File: config.mk
export PLATFORM = sky130hd
export DESIGN_NAME = alarm_clock_core
export DESIGN_NICKNAME = d
export VERILOG_FILES = /design/src/rtl/alarm_clock_core.sv
export SDC_FILE = /design/constraint.sdc
export NUM_CORES = 1
export LEC_CHECK = 0
export ABC_AREA = 1
export BUFFER_PORTS_ARGS = -buffer_cell sky130_fd_sc_hd__clkbuf_2
export CORE_MARGIN = 2
export CORE_UTILIZATION = 40
export CTS_CLUSTER_DIAMETER = 50
export CTS_CLUSTER_SIZE = 24
export DETAILED_ROUTE_END_ITERATION = 8
export PLACE_DENSITY_LB_ADDON = 0.15
export REMOVE_ABC_BUFFERS = 1
export SLEW_MARGIN = 20
export SYNTH_ARGS = -nofsm -noshare
export SYNTH_HDL_FRONTEND = slang
export SYNTH_SLANG_ARGS = --single-unit
export TNS_END_PERCENT = 100
File: constraint.sdc
create_clock -name clk -period 4.4 [get_ports clk]
set_input_delay 0.66 -clock clk [delete_from_list [all_inputs] [get_ports clk]]
set_output_delay 0.66 -clock clk [all_outputs]
set_load 0.05 [all_outputs]
File: src/rtl/alarm_clock_core.sv
// rtl/alarm_clock_core.sv - 24-hour timekeeping core with multi-slot alarms, snooze and ring timeout
module alarm_clock_core #(
  parameter int TICK_DIV   = 50_000_000,
  parameter int NUM_ALARMS = 4,
  parameter int SNOOZE_MIN = 5,
  parameter int RING_MIN   = 10,
  localparam int SEL_W     = (NUM_ALARMS > 1) ? $clog2(NUM_ALARMS) : 1
) (
  input  logic                  clk,
  input  logic                  clr,
  input  logic [1:0]            mode,
  input  logic [SEL_W-1:0]      alarm_sel,
  input  logic                  hour_up,
  input  logic                  min_up,
  input  logic                  snooze,
  input  logic                  alarm_off,
  output logic [4:0]            hours,
  output logic [5:0]            minutes,
  output logic [5:0]            seconds,
  output logic                  alarm,
  output logic [2:0]            alarm_id,
  output logic [NUM_ALARMS-1:0] alarm_en,
  output logic                  sec_pulse
);

  localparam int TW = $clog2(TICK_DIV);
  localparam logic [1:0] M_SET_TIME  = 2'd1;
  localparam logic [1:0] M_SET_ALARM = 2'd2;
  localparam logic [1:0] M_ALARM_EN  = 2'd3;

  typedef enum logic [1:0] {S_IDLE, S_RING, S_SNOOZE} state_t;

  state_t         state, state_nx;
  logic [2:0]     id_nx;
  logic [5:0]     ring_cnt, cnt_nx;
  logic [TW-1:0]  tick_cnt;
  logic           prev_h, prev_m, prev_s, prev_o;
  logic           ev_h, ev_m, ev_s, ev_o;
  logic           set_time_m, min_roll, zero_flag, sel_ok;
  logic           match;
  logic [2:0]     match_id;
  logic [4:0]     alarm_hr [NUM_ALARMS];
  logic [5:0]     alarm_mn [NUM_ALARMS];

  function automatic logic [5:0] inc_min(input logic [5:0] m);
    return (m == 6'd59) ? 6'd0 : m + 6'd1;
  endfunction

  function automatic logic [4:0] inc_hr(input logic [4:0] h);
    return (h == 5'd23) ? 5'd0 : h + 5'd1;
  endfunction

  assign ev_h       = hour_up & ~prev_h;
  assign ev_m       = min_up & ~prev_m;
  assign ev_s       = snooze & ~prev_s;
  assign ev_o       = alarm_off & ~prev_o;
  assign set_time_m = (mode == M_SET_TIME);
  assign sec_pulse  = !set_time_m && (tick_cnt == TW'(TICK_DIV - 1));
  assign min_roll   = sec_pulse && (seconds == 6'd59);
  assign sel_ok     = {1'b0, alarm_sel} < (SEL_W + 1)'(NUM_ALARMS);

  always_ff @(posedge clk or posedge clr) begin
    if (clr) begin
      tick_cnt  <= '0;
      hours     <= '0;
      minutes   <= '0;
      seconds   <= '0;
      zero_flag <= 1'b0;
      prev_h    <= 1'b0;
      prev_m    <= 1'b0;
      prev_s    <= 1'b0;
      prev_o    <= 1'b0;
    end else begin
      prev_h    <= hour_up;
      prev_m    <= min_up;
      prev_s    <= snooze;
      prev_o    <= alarm_off;
      // zero_flag marks "seconds just reached 0 by a real tick"; hand-set times never qualify
      zero_flag <= min_roll;
      if (set_time_m) begin
        tick_cnt <= '0;
        seconds  <= '0;
        if (ev_m) minutes <= inc_min(minutes);
        if (ev_h) hours   <= inc_hr(hours);
      end else begin
        tick_cnt <= sec_pulse ? '0 : tick_cnt + TW'(1);
        if (sec_pulse) begin
          if (seconds == 6'd59) begin
            seconds <= '0;
            if (minutes == 6'd59) begin
              minutes <= '0;
              hours   <= inc_hr(hours);
            end else begin
              minutes <= minutes + 6'd1;
            end
          end else begin
            seconds <= seconds + 6'd1;
          end
        end
      end
    end
  end

  always_ff @(posedge clk or posedge clr) begin
    if (clr) begin
      alarm_en <= '0;
      for (int i = 0; i < NUM_ALARMS; i++) begin
        alarm_hr[i] <= '0;
        alarm_mn[i] <= '0;
      end
    end else if (sel_ok) begin
      if (mode == M_SET_ALARM) begin
        if (ev_m) alarm_mn[alarm_sel] <= inc_min(alarm_mn[alarm_sel]);
        if (ev_h) alarm_hr[alarm_sel] <= inc_hr(alarm_hr[alarm_sel]);
      end else if (mode == M_ALARM_EN && ev_m) begin
        alarm_en[alarm_sel] <= ~alarm_en[alarm_sel];
      end
    end
  end

  // Descending scan so the lowest matching slot is the one left standing
  always_comb begin
    match    = 1'b0;
    match_id = 3'd0;
    for (int i = NUM_ALARMS - 1; i >= 0; i--) begin
      if (zero_flag && alarm_en[i] && alarm_hr[i] == hours && alarm_mn[i] == minutes) begin
        match    = 1'b1;
        match_id = 3'(i);
      end
    end
  end

  always_ff @(posedge clk or posedge clr) begin
    if (clr) begin
      state    <= S_IDLE;
      alarm_id <= '0;
      ring_cnt <= '0;
    end else begin
      state    <= state_nx;
      alarm_id <= id_nx;
      ring_cnt <= cnt_nx;
    end
  end

  always_comb begin
    state_nx = state;
    id_nx    = alarm_id;
    cnt_nx   = ring_cnt;
    if (set_time_m) begin
      state_nx = S_IDLE;
    end else begin
      case (state)
        S_IDLE: if (match) begin
          state_nx = S_RING;
          id_nx    = match_id;
          cnt_nx   = '0;
        end
        S_RING: begin
          if (ev_o) begin
            state_nx = S_IDLE;
          end else if (ev_s) begin
            state_nx = S_SNOOZE;
            cnt_nx   = '0;
          end else if (min_roll) begin
            cnt_nx = ring_cnt + 6'd1;
            if (cnt_nx == 6'(RING_MIN)) state_nx = S_IDLE;
          end
        end
        S_SNOOZE: begin
          if (ev_o) begin
            state_nx = S_IDLE;
          end else if (match) begin
            state_nx = S_RING;
            id_nx    = match_id;
            cnt_nx   = '0;
          end else if (min_roll) begin
            cnt_nx = ring_cnt + 6'd1;
            if (cnt_nx == 6'(SNOOZE_MIN)) begin
              state_nx = S_RING;
              cnt_nx   = '0;
            end
          end
        end
        default: state_nx = S_IDLE;
      endcase
    end
  end

  always_comb begin
    alarm = (state == S_RING);
  end

endmodule

After elaboration in Yosys (flattened, before gate mapping):

Cells that the tools add are included.

* word-level logic and storage cells: 175
* output and inout bits: 26
* register bits: 107
* bits of input ports: 10

* reduce and logical (&&, ||, !) cells: 32
* $add $sub $neg: 7
* multiplexer cells: 66
* equality and inequality tests: 33
* bitwise gates (word level): 12
* order comparisons: 4

Operator list (count)
* 6-bit two-way mux: 20
* 26-bit two-way mux: 2
* 5-bit two-way mux: 10
* 26-bit by 1-bit adder with 26-bit output, second input constant: 1
* 26-bit == test, second input constant: 1
* 6-bit by 1-bit adder with 6-bit output, second input constant: 4
* 24-bit bitwise mux: 1
* 6-bit == test: 4
* 2-bit two-way mux: 11
* 20-bit bitwise mux: 1
* 5-bit == test: 4
* 6-bit == test, second input constant: 3
* 6-bit one-hot mux with 3 select lines: 1
* 1-bit logical AND: 17
* 3-bit two-way mux: 5
* 6-bit binary-select mux with 2-bit select: 1
* 6-bit demux with 2-bit select: 1
* 5-bit by 1-bit adder with 5-bit output, second input constant: 2
* 5-bit binary-select mux with 2-bit select: 1
* 5-bit demux with 2-bit select: 1
* 5-bit == test, second input constant: 2
* 2-bit != test, second input constant: 5
* 5-bit by 1-bit != test with 1-bit output, second input constant: 2
* 5-bit != test, second input constant: 2
* 28 further kinds: 52

Logic depth before layout (Yosys ltp):

* word-level depth: 11
* depth in mapped cells: 16
* depth with buffers taken out: 15

Worst setup path after synthesis:

Ideal clock, no wire load.

* kind: flip-flop to output port
* from: register tick_cnt[0]
* to: output port sec_pulse
* required time: 3.740 ns
* slack: 1.997 ns
* path buffers: 0
* cell stages (with the launch flop): 8
* arrival: 1.743 ns
* cell sequence: dfrtp_1 -> ha_1 -> nand2_1 -> nor2_2 -> nand2_1 -> nor2_2 -> nand3_1 -> nor2_1

* word-level cells in the longest chain between the ends: 2

Ends and longest elaborated chain
* start: declaration: line 36 `logic [TW-1:0] tick_cnt;`
* start signal: assignment: line 86 `tick_cnt <= sec_pulse ? '0 : tick_cnt + TW'(1);`
* 26-bit == test: line 58 `assign sec_pulse = !set_time_m && (tick_cnt == TW'(TICK_DIV - 1));`
* 1-bit logical AND: line 58
* end: declaration: line 23 `output logic sec_pulse`

Every way passes these cells.

Final worst setup path:

Same ends and word-level chain as after synthesis.

==> flow_summary.ini <==
[run_status]
outcome = complete, no violations

[global_route]
grt_start_max_net_pins = 55
grt_overflow = 0
antenna_found_initial = 0
track_usage_pct = 21.5
grt_pass1_vias = 5399
grt_pass1_wl_microns = 27800

[power_and_ir_drop]
vdd_drop_max_v = 0.000235
p_clk_share_pct = 26.3
p_leak_uw = 0.00344
powerDensity_nw_per_um2 = 468
switching_share_pct = 42.2
comb_power_share_pct = 32.9
p_int_uw = 1910
power.switching_uw = 1390
p_seq_share_pct = 40.9

[floorplan]
die-area_sq_um = 16900
die_h_microns = 130
initial_core_util_pct = 40.5
io_pins = 36
core.rowCount = 46
die_w_microns = 130
core_region_area_sq_um = 15700

[detailed_routing]
drt-met1-wl_microns = 8360
drt_iter0_drc = 431
drc = 0
route.detailed.wl_per_inst_microns = 14.9
ant_nets = 0
vias = 5694
first_pass_iters = 7
routed_wl_microns = 17000
wl_met3_microns = 808
top_layer_used = met4
wl_met2_microns = 7470
avgViaCountPerCell = 4.98

[final_layout]
drive_above_1_share_pct = 10.0
fillCellCount = 1610
stdcell_count = 1143
antenna_cells = 0
final_nets = 945
area_growth_syn_to_layout_pct = 11.0

[sta]
finClkSkew_ns = 0.00795
holdWs_ns = 0.387
fin_setup_tns_ns = 0
worst_slew_pin_slew_ns = 0.950
max_freq_mhz = 363
period_needed_ns = 2.76
rsz0062_at_grt = no
layout_setup_ws_ns = 1.64
hold_viol = 0
setup_viol = 0
finalCritPeriodShare_pct = 62.7
maxSlewViolCount = 0
slew_headroom_pct = 36.2

[clock_network]
cts_inserted_buffers = 9
path_clk_slew_ns = 0.07
cts_tree = yes
cts_max_level = 3
ctsHoldBuffers = 0
root_buffer = clkbuf_16
ctsLongestPathBuffers = 2
cts_setup_buffers = 0
ctsResizeCount = 0
cts_sinks = 106
clock_latency_ns = 0.37

[placement]
globalplace.congestion = 0.876
dp_hpwl_microns = 12700
numPlacedInstances = 1127
pre_cts_ws_ns = 1.36
io_buffer_count = 34

[logic_synthesis]
yosys_warnings = 0
yosys.area.top_type = dfrtp_1
yosys-top-cells-area = dfrtp_1 (42%), nand2_1 (16%), inv_1 (7.6%)
synth-main-ff-cell = dfrtp_1
synthArstFlopShare_pct = 100
synth_commonest_cells = nand2_1 (265), inv_1 (128), dfrtp_1 (106)
ys_seq_area_share_pct = 41.7
synth_top_cell_area_share_pct = 41.7
synth_area_per_cell_sq_um = 7.17
synth_cell_type_count = 43
ys_seq_elements = 106
synth_cells = 887
synthesis.area_sq_um = 6360
synth_edf_count = 0
yosysMostFrequentCell = nand2_1

[setup_path]
worstPathRequired_ns = 3.74
worstPathArrival_ns = 2.10
crit_fanout = 4
end_kind = output pin
critPathKind = flip-flop to output pin
startpoint_type = flip-flop

[run]
maxCapViolCount = 0

[hold_path]
min_path_type = input pin to asynchronous set/reset pin
critical path, cell delays in order (launching register included):
cell and delay (ns):
dfrtp_1 0.38, ha_1 0.18, nand2_1 0.08, nor2_2 0.16, nand2_1 0.08, nor2_2 0.16
nand3_1 0.19, nor2_1 0.19, clkbuf_2 0.30
kinds of logic after synthesis:
kind of cell	Yosys count	share of synthesized area (%)
other	1	0.0590
and+or+nand+nor	466	31.3
AOI/OAI and AO/OA	120	11.2
buffers and inverters	156	9.60
adders and majority gates	13	2.56
DFF	106	41.7
xor gates and xnor gates	25	3.56
power by group through the flow:
stage          clock network, uW  registers, uW  logic (uW)
6_report                     866           1350        1080
4_1_cts                      886           1350        1090
2_1_floorplan                  0           1460         662
3_3_place_gp                   0           1370        1080
3_5_place_dp                   0           1370        1080
5_1_grt                      921           1370        1230
registers in the layout, summed over array words and instances (netlist names):
register and count:
prev_m 1, alarm_id 2, hours 5, prev_h 1
state 2, alarm_mn 24, alarm_hr 20, zero_flag 1
minutes 6, tick_cnt 26, seconds 6, prev_s 1
ring_cnt 6, prev_o 1, alarm_en 4
cells in the final DEF, fill, tap and decap left out, types with 6 or more instances in the layout:
cell type | synthesis | routed
nand2_2 | 6 | 6
dfrtp_1 | 106 | 106
inv_2 | 14 | 14
o21ai_1 | 23 | 23
o21ai_0 | 29 | 29
clkbuf_2 | 0 | 34
nor2_1 | 81 | 81
clkbuf_16 | 0 | 9
nand3_1 | 62 | 62
nand2_1 | 265 | 265
nor2_2 | 7 | 7
xor2_1 | 15 | 15
xnor2_1 | 9 | 9
o22ai_1 | 9 | 9
nor3_1 | 20 | 20
ha_1 | 13 | 13
a21oi_1 | 31 | 31
inv_1 | 128 | 127
nand4_1 | 15 | 15
worst paths after layout:
check | startpoint | slack (ns) | endpoint | depth (start not counted)
setup / recovery | tick_cnt[0] | 1.64 | sec_pulse | 8
hold / removal | clr | 0.39 | tick_cnt[2] | 2
setup reg to reg | tick_cnt[0] | 1.81 | hours[4] | 12
hold reg to reg | tick_cnt[0] | 0.47 | tick_cnt[0] | 1
max in group asynchronous | clr | 3.14 | alarm_mn[20] | 3
min in group clk | alarm_off | 0.41 | prev_o | 1
stage by stage:
step	power (uW)	utilization, %	cell area, sq um
floorplan	2120	-	6290
global placement	2450	42.9	6750
detailed placement	2450	42.9	6750
CTS	3320	44.9	7060
global route	3520	44.9	7060
finish	3300	44.9	7060
area by class of cell:
type                            count  area [sq um]  share of cell area [%]
Inverter                          144           543                    7.70
Tap cell                          216           270                    3.83
Clock buffer                       10           239                    3.39
Multi-Input combinational cell    625          3090                    43.9
Clock inverter                      6          71.3                    1.01
Timing Repair Buffer               36           185                    2.62
Sequential cell                   106          2650                    37.6
layer usage:
metal | up-vias | global-route usage [%]
met5 | - | 0
met4 | 0 | 8.29
li1 | 2907 | -
met3 | 19 | 3.40
met1 | 2635 | 30.7
met2 | 133 | 32.8
Note: power is estimated with default switching activity, not from simulation.
